## config.mk

```make
export PLATFORM = sky130hd
export DESIGN_NAME = register_file
export DESIGN_NICKNAME = d
export VERILOG_FILES = /design/src/rtl/regfile_pkg.sv /design/src/rtl/regfile_cell.sv /design/src/rtl/register_file.sv
export SDC_FILE = /design/constraint.sdc
export NUM_CORES = 1
export LEC_CHECK = 0
export CORE_ASPECT_RATIO = 0.6
export CORE_MARGIN = 1.5
export CORE_UTILIZATION = 60
export DETAILED_ROUTE_END_ITERATION = 7
export PLACE_DENSITY = 0.79
export SLEW_MARGIN = 40
export SYNTH_ARGS = -nofsm -noshare
export SYNTH_HDL_FRONTEND = slang
export SYNTH_SLANG_ARGS = --single-unit
```

## constraint.sdc

```tcl
create_clock -name clock -period 3.1 [get_ports clock]
set_input_delay 0.465 -clock clock [delete_from_list [all_inputs] [get_ports clock]]
set_output_delay 0.465 -clock clock [all_outputs]
set_load 0.05 [all_outputs]
```

## src/rtl/regfile_pkg.sv

```systemverilog
// Shared constants, types and helpers for the general-purpose register bank.
// Optional build macro: REGFILE_WRITE_BYPASS_EN (see register_file.sv).
package regfile_pkg;

    localparam int DEFAULT_DATA_WIDTH = 32;
    localparam int DEFAULT_NUM_REGS   = 16;

    typedef logic [DEFAULT_DATA_WIDTH-1:0] word_t;

    // True when addr names a real entry. NUM_REGS need not be a power of two,
    // so the top of the address space can be out of range.
    function automatic logic addr_valid(input int unsigned addr,
                                        input int unsigned num_regs);
        return addr < num_regs;
    endfunction

endpackage

```

## src/rtl/regfile_cell.sv

```systemverilog
// One register-file entry: enabled register with synchronous clear.
// The declaration initialiser gives the power-up value; clear forces zero.
module regfile_cell
    import regfile_pkg::*;
#(
    parameter int                      DATA_WIDTH = DEFAULT_DATA_WIDTH,
    parameter logic [DATA_WIDTH-1:0]   INIT       = '0
) (
    input  logic                  clock,
    input  logic                  clear,
    input  logic                  en,
    input  logic [DATA_WIDTH-1:0] d,
    output logic [DATA_WIDTH-1:0] q
);

    logic [DATA_WIDTH-1:0] value = INIT;

    // Clear wins over a write in the same cycle.
    always_ff @(posedge clock) begin
        if (clear) begin
            value <= '0;
        end else if (en) begin
            value <= d;
        end
    end

    assign q = value;

endmodule

```

## src/rtl/register_file.sv

```systemverilog
// General-purpose register bank: NUM_REGS x DATA_WIDTH, one synchronous
// write port, two combinational read ports (A, B), optional hard-wired R0.
// Out-of-range and R0 writes are discarded and flagged on wr_err for one
// cycle; out-of-range reads return 0.
// Optional build macro: REGFILE_WRITE_BYPASS_EN -- when defined, an accepted
// write is forwarded to a read port addressing the same entry in the same
// cycle; otherwise a colliding read returns the old value.
module register_file
    import regfile_pkg::*;
#(
    parameter int                      DATA_WIDTH = DEFAULT_DATA_WIDTH,
    parameter int                      NUM_REGS   = DEFAULT_NUM_REGS,
    parameter logic [DATA_WIDTH-1:0]   INIT       = '0,
    parameter int                      ZERO_R0    = 1,
    localparam int                     ADDR_WIDTH = $clog2(NUM_REGS)
) (
    input  logic                  clock,
    input  logic                  clear,
    input  logic                  wr_en,
    input  logic [ADDR_WIDTH-1:0] wr_addr,
    input  logic [DATA_WIDTH-1:0] wr_data,
    input  logic [ADDR_WIDTH-1:0] rd_addr_a,
    output logic [DATA_WIDTH-1:0] rd_data_a,
    input  logic [ADDR_WIDTH-1:0] rd_addr_b,
    output logic [DATA_WIDTH-1:0] rd_data_b,
    output logic                  wr_err
);

    logic [DATA_WIDTH-1:0] regs [NUM_REGS];
    logic                  wr_ok;
    logic                  wr_bad;
    logic                  wr_err_q = 1'b0;

    // A write is accepted only for an existing entry that is not the
    // hard-wired zero register.
    assign wr_ok  = wr_en && addr_valid(32'(wr_addr), NUM_REGS)
                    && ((ZERO_R0 == 0) || (wr_addr != '0));
    assign wr_bad = wr_en && !wr_ok;

    // Storage: one cell per entry; entry 0 is a constant when R0 is zeroed.
    for (genvar i = 0; i < NUM_REGS; i++) begin : g_entry
        if ((ZERO_R0 != 0) && (i == 0)) begin : g_zero
            assign regs[i] = '0;
        end else begin : g_cell
            regfile_cell #(
                .DATA_WIDTH (DATA_WIDTH),
                .INIT       (INIT)
            ) u_cell (
                .clock (clock),
                .clear (clear),
                .en    (wr_ok && (wr_addr == ADDR_WIDTH'(i))),
                .d     (wr_data),
                .q     (regs[i])
            );
        end
    end

    // Error flag: one-cycle pulse after each discarded write, cleared otherwise.
    always_ff @(posedge clock) begin
        if (clear) begin
            wr_err_q <= 1'b0;
        end else begin
            wr_err_q <= wr_bad;
        end
    end

    assign wr_err = wr_err_q;

    // Read port A: entry or 0 for out-of-range, optional same-cycle forward.
    always_comb begin
        rd_data_a = '0;
        if (addr_valid(32'(rd_addr_a), NUM_REGS)) begin
            rd_data_a = regs[rd_addr_a];
        end
`ifdef REGFILE_WRITE_BYPASS_EN
        if (wr_ok && !clear && (rd_addr_a == wr_addr)) begin
            rd_data_a = wr_data;
        end
`endif
    end

    // Read port B: same structure as port A, fully independent.
    always_comb begin
        rd_data_b = '0;
        if (addr_valid(32'(rd_addr_b), NUM_REGS)) begin
            rd_data_b = regs[rd_addr_b];
        end
`ifdef REGFILE_WRITE_BYPASS_EN
        if (wr_ok && !clear && (rd_addr_b == wr_addr)) begin
            rd_data_b = wr_data;
        end
`endif
    end

endmodule

```

# After elaboration in Yosys (flattened, before gate mapping)
# Index checks and enable logic that the tools add are counted.
# W data, S select, Z words.
# word_totals
inputBits,47
output_inout_bits,65
elab_cells,60
ff_bits,481
# op_classes
mux,6
n_reduce_logical,19
n_bitwise,2
n_eq_ne,15
magnitude_cmp,2
# ops
op,n
$bmux W32 S4,2
$mux W32,4
$eq A4 B4 Y1 const B,8
$logic_and A1 B1 Y1,17
$eq A4 B3 Y1 const B,4
$ge A5 B5 Y1 const B,2
$not A4 Y5,2
$eq A4 B2 Y1 const B,2
$eq A4 B1 Y1 const B,1
$reduce_bool A4 Y1,1
$logic_not A1 Y1,1

# Logic depth before layout (Yosys ltp)
# logic_depth
word_depth,4
mapped_depth,7
depth_no_buf,4

# Modules after synthesis
# A second synthesis with hierarchy kept.
# unflattened
hier_cells,2215
hier_area_um2,25395.6
# modules_own_cells
mod,n_inst,cells_each,seq_area_each_um2,area_per_inst_um2
regfile_cell,15,103,640.6,1163.6
register_file,1,670,20.0,7941.4

# Worst setup path after synthesis
# Ideal clock, no wire load.
# synth_path
kind,input to output
from,input rd_addr_a[1]
to,output rd_data_a[28]
setup_slack_ns,0.449
required_time_ns,2.635
t_arrival_ns,2.186
stages,7
n_path_buf,3
cell_sequence,buf_4 > buf_4 > buf_4 > a21oi_1 > a211oi_1 > a211oi_1 > a31oi_1
# synth_between
elab_chain_cells,4
# synth_rtl
element,line_no,source
"start, declared",register_file.sv:22,"input logic [ADDR_WIDTH-1:0] rd_addr_a,"
$not A4 Y5 (not written as such),register_file.sv:73,rd_data_a = regs[rd_addr_a];
$bmux W32 S4,register_file.sv:73,
$mux W32 (not written as such) (2 in series),register_file.sv:73,
"end, declared",register_file.sv:23,"output logic [DATA_WIDTH-1:0] rd_data_a,"
# No other way between the ends. The select of a mux whose other input is x is not followed.

# Worst setup path after layout
# layout_path
from,input rd_addr_a[3]
to,output rd_data_a[25]
# Same word-level chain as after synthesis.

==> results.py <==
metrics = {
    "timing": {
        "hold_viol": 0,
        "fin_setup_tns_ps": 0,
        "setup_slack_ps": 65.7,
        "rsz0062_at_grt": "false",
        "post-route-min-period_ps": 3030,
        "worstMarginPinSlew_ps": 807,
        "drv_slew": 0,
        "setup_violations": 0,
        "finalClockSkew_ps": 0,
        "timing.fmax_mhz": 330,
        "relSlewSlack_pct": 46.2,
        "final.period_utilization_pct": 97.9,
    },
    "synthesis": {
        "synth_seq_cells": 481,
        "synth.distinct_cells": 35,
        "ys_warn_count": 0,
        "syn_area_um2": 24400,
        "syn-num-nets": 2907,
        "proportion_of_synthesized_chip_area_in_sequential_cells_pct": 39.5,
        "syn_avg_cell_area_um2": 8.52,
        "synth_cells": 2860,
    },
    "floorplanning": {
        "start_util_pct": 61.6,
        "die_height_um": 159,
        "boundaryPins": 112,
        "design.core.area_um2": 39500,
        "num_rows": 56,
        "fp.dieArea_um2": 41900,
        "die_w_um": 263,
    },
    "hold_path": {
        "hold_path_class": "in2reg",
    },
    "cts": {
        "cts_resized": 0,
        "ctsHtreeMaxLevel": 2,
        "cts-hold-fix-buffers": 0,
        "tritoncts_clock_tree": "yes",
        "max-clock-path-buffers": 3,
        "root_buffer": "sky130_fd_sc_hd__clkbuf_16",
        "number_of_buffers_inserted_during_clock_tree_synthesis": 43,
        "insertion_delay_ps": 560,
        "clock-sinks": 481,
        "worst_setup_hold_path_clk_slew_ps": 70,
        "post-cts-setup-buffers": 0,
    },
    "setup_path": {
        "cp_top_family": "buffers and inverters",
        "dominant_cell_type_by_count_on_the_critical_path": "sky130_fd_sc_hd__buf_12",
        "critical_path.max_stage_delay_ps": 480,
        "worstPathBufferInverterCount": 4,
        "startpoint_type": "input pin",
        "path_cells": "buf_4 -> buf_12 -> and3b_1 -> buf_12 -> a221o_1 -> a21oi_1 -> buf_12",
        "cp_data_required_time_ps": 2630,
        "worst-path-max-fanout": 28,
        "cp_max_delay_cell": "sky130_fd_sc_hd__a21oi_1",
        "critPathArrivalTime_ps": 2570,
        "worst-setup-path-type": "in2out",
        "worst_setup_path_end_kind": "output port",
    },
    "placement": {
        "io_buffers": 111,
        "routabilityCongestion": 0.944,
        "dp_hpwl_um": 53500,
        "dp_slack_ps": 165,
        "dpl-instance-area_um2": 26800,
    },
    "finish": {
        "final_nets": 2898,
        "design_area_um2": 28300,
        "mostFrequentLayoutCell": "sky130_fd_sc_hd__nand2_1",
        "fin_util_pct": 71.6,
        "n_fill_cell": 2871,
        "layout_common_cells": "sky130_fd_sc_hd__nand2_1 (978), sky130_fd_sc_hd__a21oi_1 (544), sky130_fd_sc_hd__dfxtp_1 (481)",
        "fraction_of_layout_cells_with_a_size_suffix_above_1_pct": 16.4,
        "areaGrowthSynthToFinish_pct": 16.2,
    },
    "drt": {
        "drt_iter0_drc": 3688,
        "wl_um": 89100,
        "final_antenna_net_count": 0,
        "drc": 4,
        "route.detailed.wl_per_inst_um": 26.2,
        "vias_per_cell": 6.91,
        "drtPass1Iterations": 8,
        "via_count": 23500,
    },
    "power": {
        "irDropWorstVdd_mv": 0.489,
        "powerDensity_nw_per_um2": 495,
        "leakage_nw": 9.72,
    },
    "status": {
        "violations": "DRC",
        "status": "complete, but fails checks",
    },
    "global_route": {
        "wire_length_of_the_first_global_routing_pass_um": 134000,
        "overflow": 0,
        "grt_max_degree": 108,
        "grt.total_usage_pct": 41.5,
        "via_count_of_the_first_global_routing_pass": 22800,
        "number_of_antenna_violations_at_the_first_check_in_global_routing": 4,
    },
    "job": {
        "drv_cap": 0,
    },
}
-- worst register-to-register path, stage by stage (launching register included) --
cell	delay [ps]
sky130_fd_sc_hd__dfxtp_1	370
sky130_fd_sc_hd__nand2_1	100
sky130_fd_sc_hd__a21oi_1	190
-- stage by stage --
step | hold slack, ps | cells | power (mW)
after floorplan | 442 | 2860 | 7.51
after global placement | 449 | 3327 | 8.27
after detailed placement | 457 | 3327 | 8.31
after CTS | 408 | 3401 | 13.9
after global routing | 428 | 3404 | 14.3
final | 399 | 3404 | 14.0
-- area by class of cell --
type	count	area, um2	area share, %
Clock inverter	17	277	0.977
Multi-Input combinational cell	2105	13600	48.0
Clock buffer	57	1190	4.21
Tap cell	522	653	2.31
Timing Repair Buffer	220	2970	10.5
Sequential cell	481	9630	34.0
Antenna cell	2	5.00	0.0177
-- Yosys cell counts (all sizes together) --
library cell  instances  share of area, %
nand2               978                15
buf                 119               2.8
o22ai                24              0.62
a31oi                 2             0.051
nor3b                 3              0.13
nand3                 5              0.10
nor2b                 4              0.10
and3                  1             0.026
a221oi               50               1.8
mux2i               176               7.2
or3b                  1             0.046
nor4                  1             0.026
a22oi                12              0.37
or2                  14              0.36
and2b                 2             0.062
a221o                50               2.1
nand3b                2             0.062
and3b                 4              0.14
mux4                130                12
nor3                  3              0.12
a21oi               544                11
clkbuf              155               2.4
mux2                 62               2.9
nor2                 25              0.48
nand2b                8              0.21
a211oi                4              0.12
dfxtp               481                40
-- worst paths after layout --
kind | from | end | slack (ps) | depth (start not counted)
worst max-delay path | rd_addr_a[3] | rd_data_a[25] | 70 | 7
worst min-delay path | clear | g_entry[8].g_cell.u_cell.q[10]$_SDFFE_PP0P_ | 400 | 2
worst max register to register | g_entry[6].g_cell.u_cell.q[16]$_SDFFE_PP0P_ | g_entry[6].g_cell.u_cell.q[16]$_SDFFE_PP0P_ | 2360 | 2
worst min register to register | g_entry[3].g_cell.u_cell.q[13]$_SDFFE_PP0P_ | g_entry[3].g_cell.u_cell.q[13]$_SDFFE_PP0P_ | 470 | 2
-- report_power, final --
part           internal (mW)  total [mW]  switching, mW  leakage, nW
combinational          0.724        1.92           1.20         5.13
clock                   3.30        5.76           2.47        0.713
sequential              6.26        6.32         0.0621         3.88
-- sequential cells by signal, indices dropped and copies added, names as in the netlist --
register	cells
g_entry.g_cell.u_cell.q	480
wr_err	1
-- logic make-up (layout without fill, tap and decap cells) --
logic type	after synthesis	count (layout)	synth area share (%)
mux	368	368	22.1
simple gates	1051	1051	16.9
other cells	0	2	0
flops	481	481	39.5
buf+inv	274	294	5.22
compound gates	686	686	16.2
-- layer usage --
layer  track usage, %  up-vias  share of wire (%)
li1                 -     9985                  -
met5            0.676        -              0.068
met3             14.1      464                 17
met1             54.0    11000                 35
met2             61.5     2058                 42
met4             21.5        6                5.7
(Power assumes the default switching activity.)
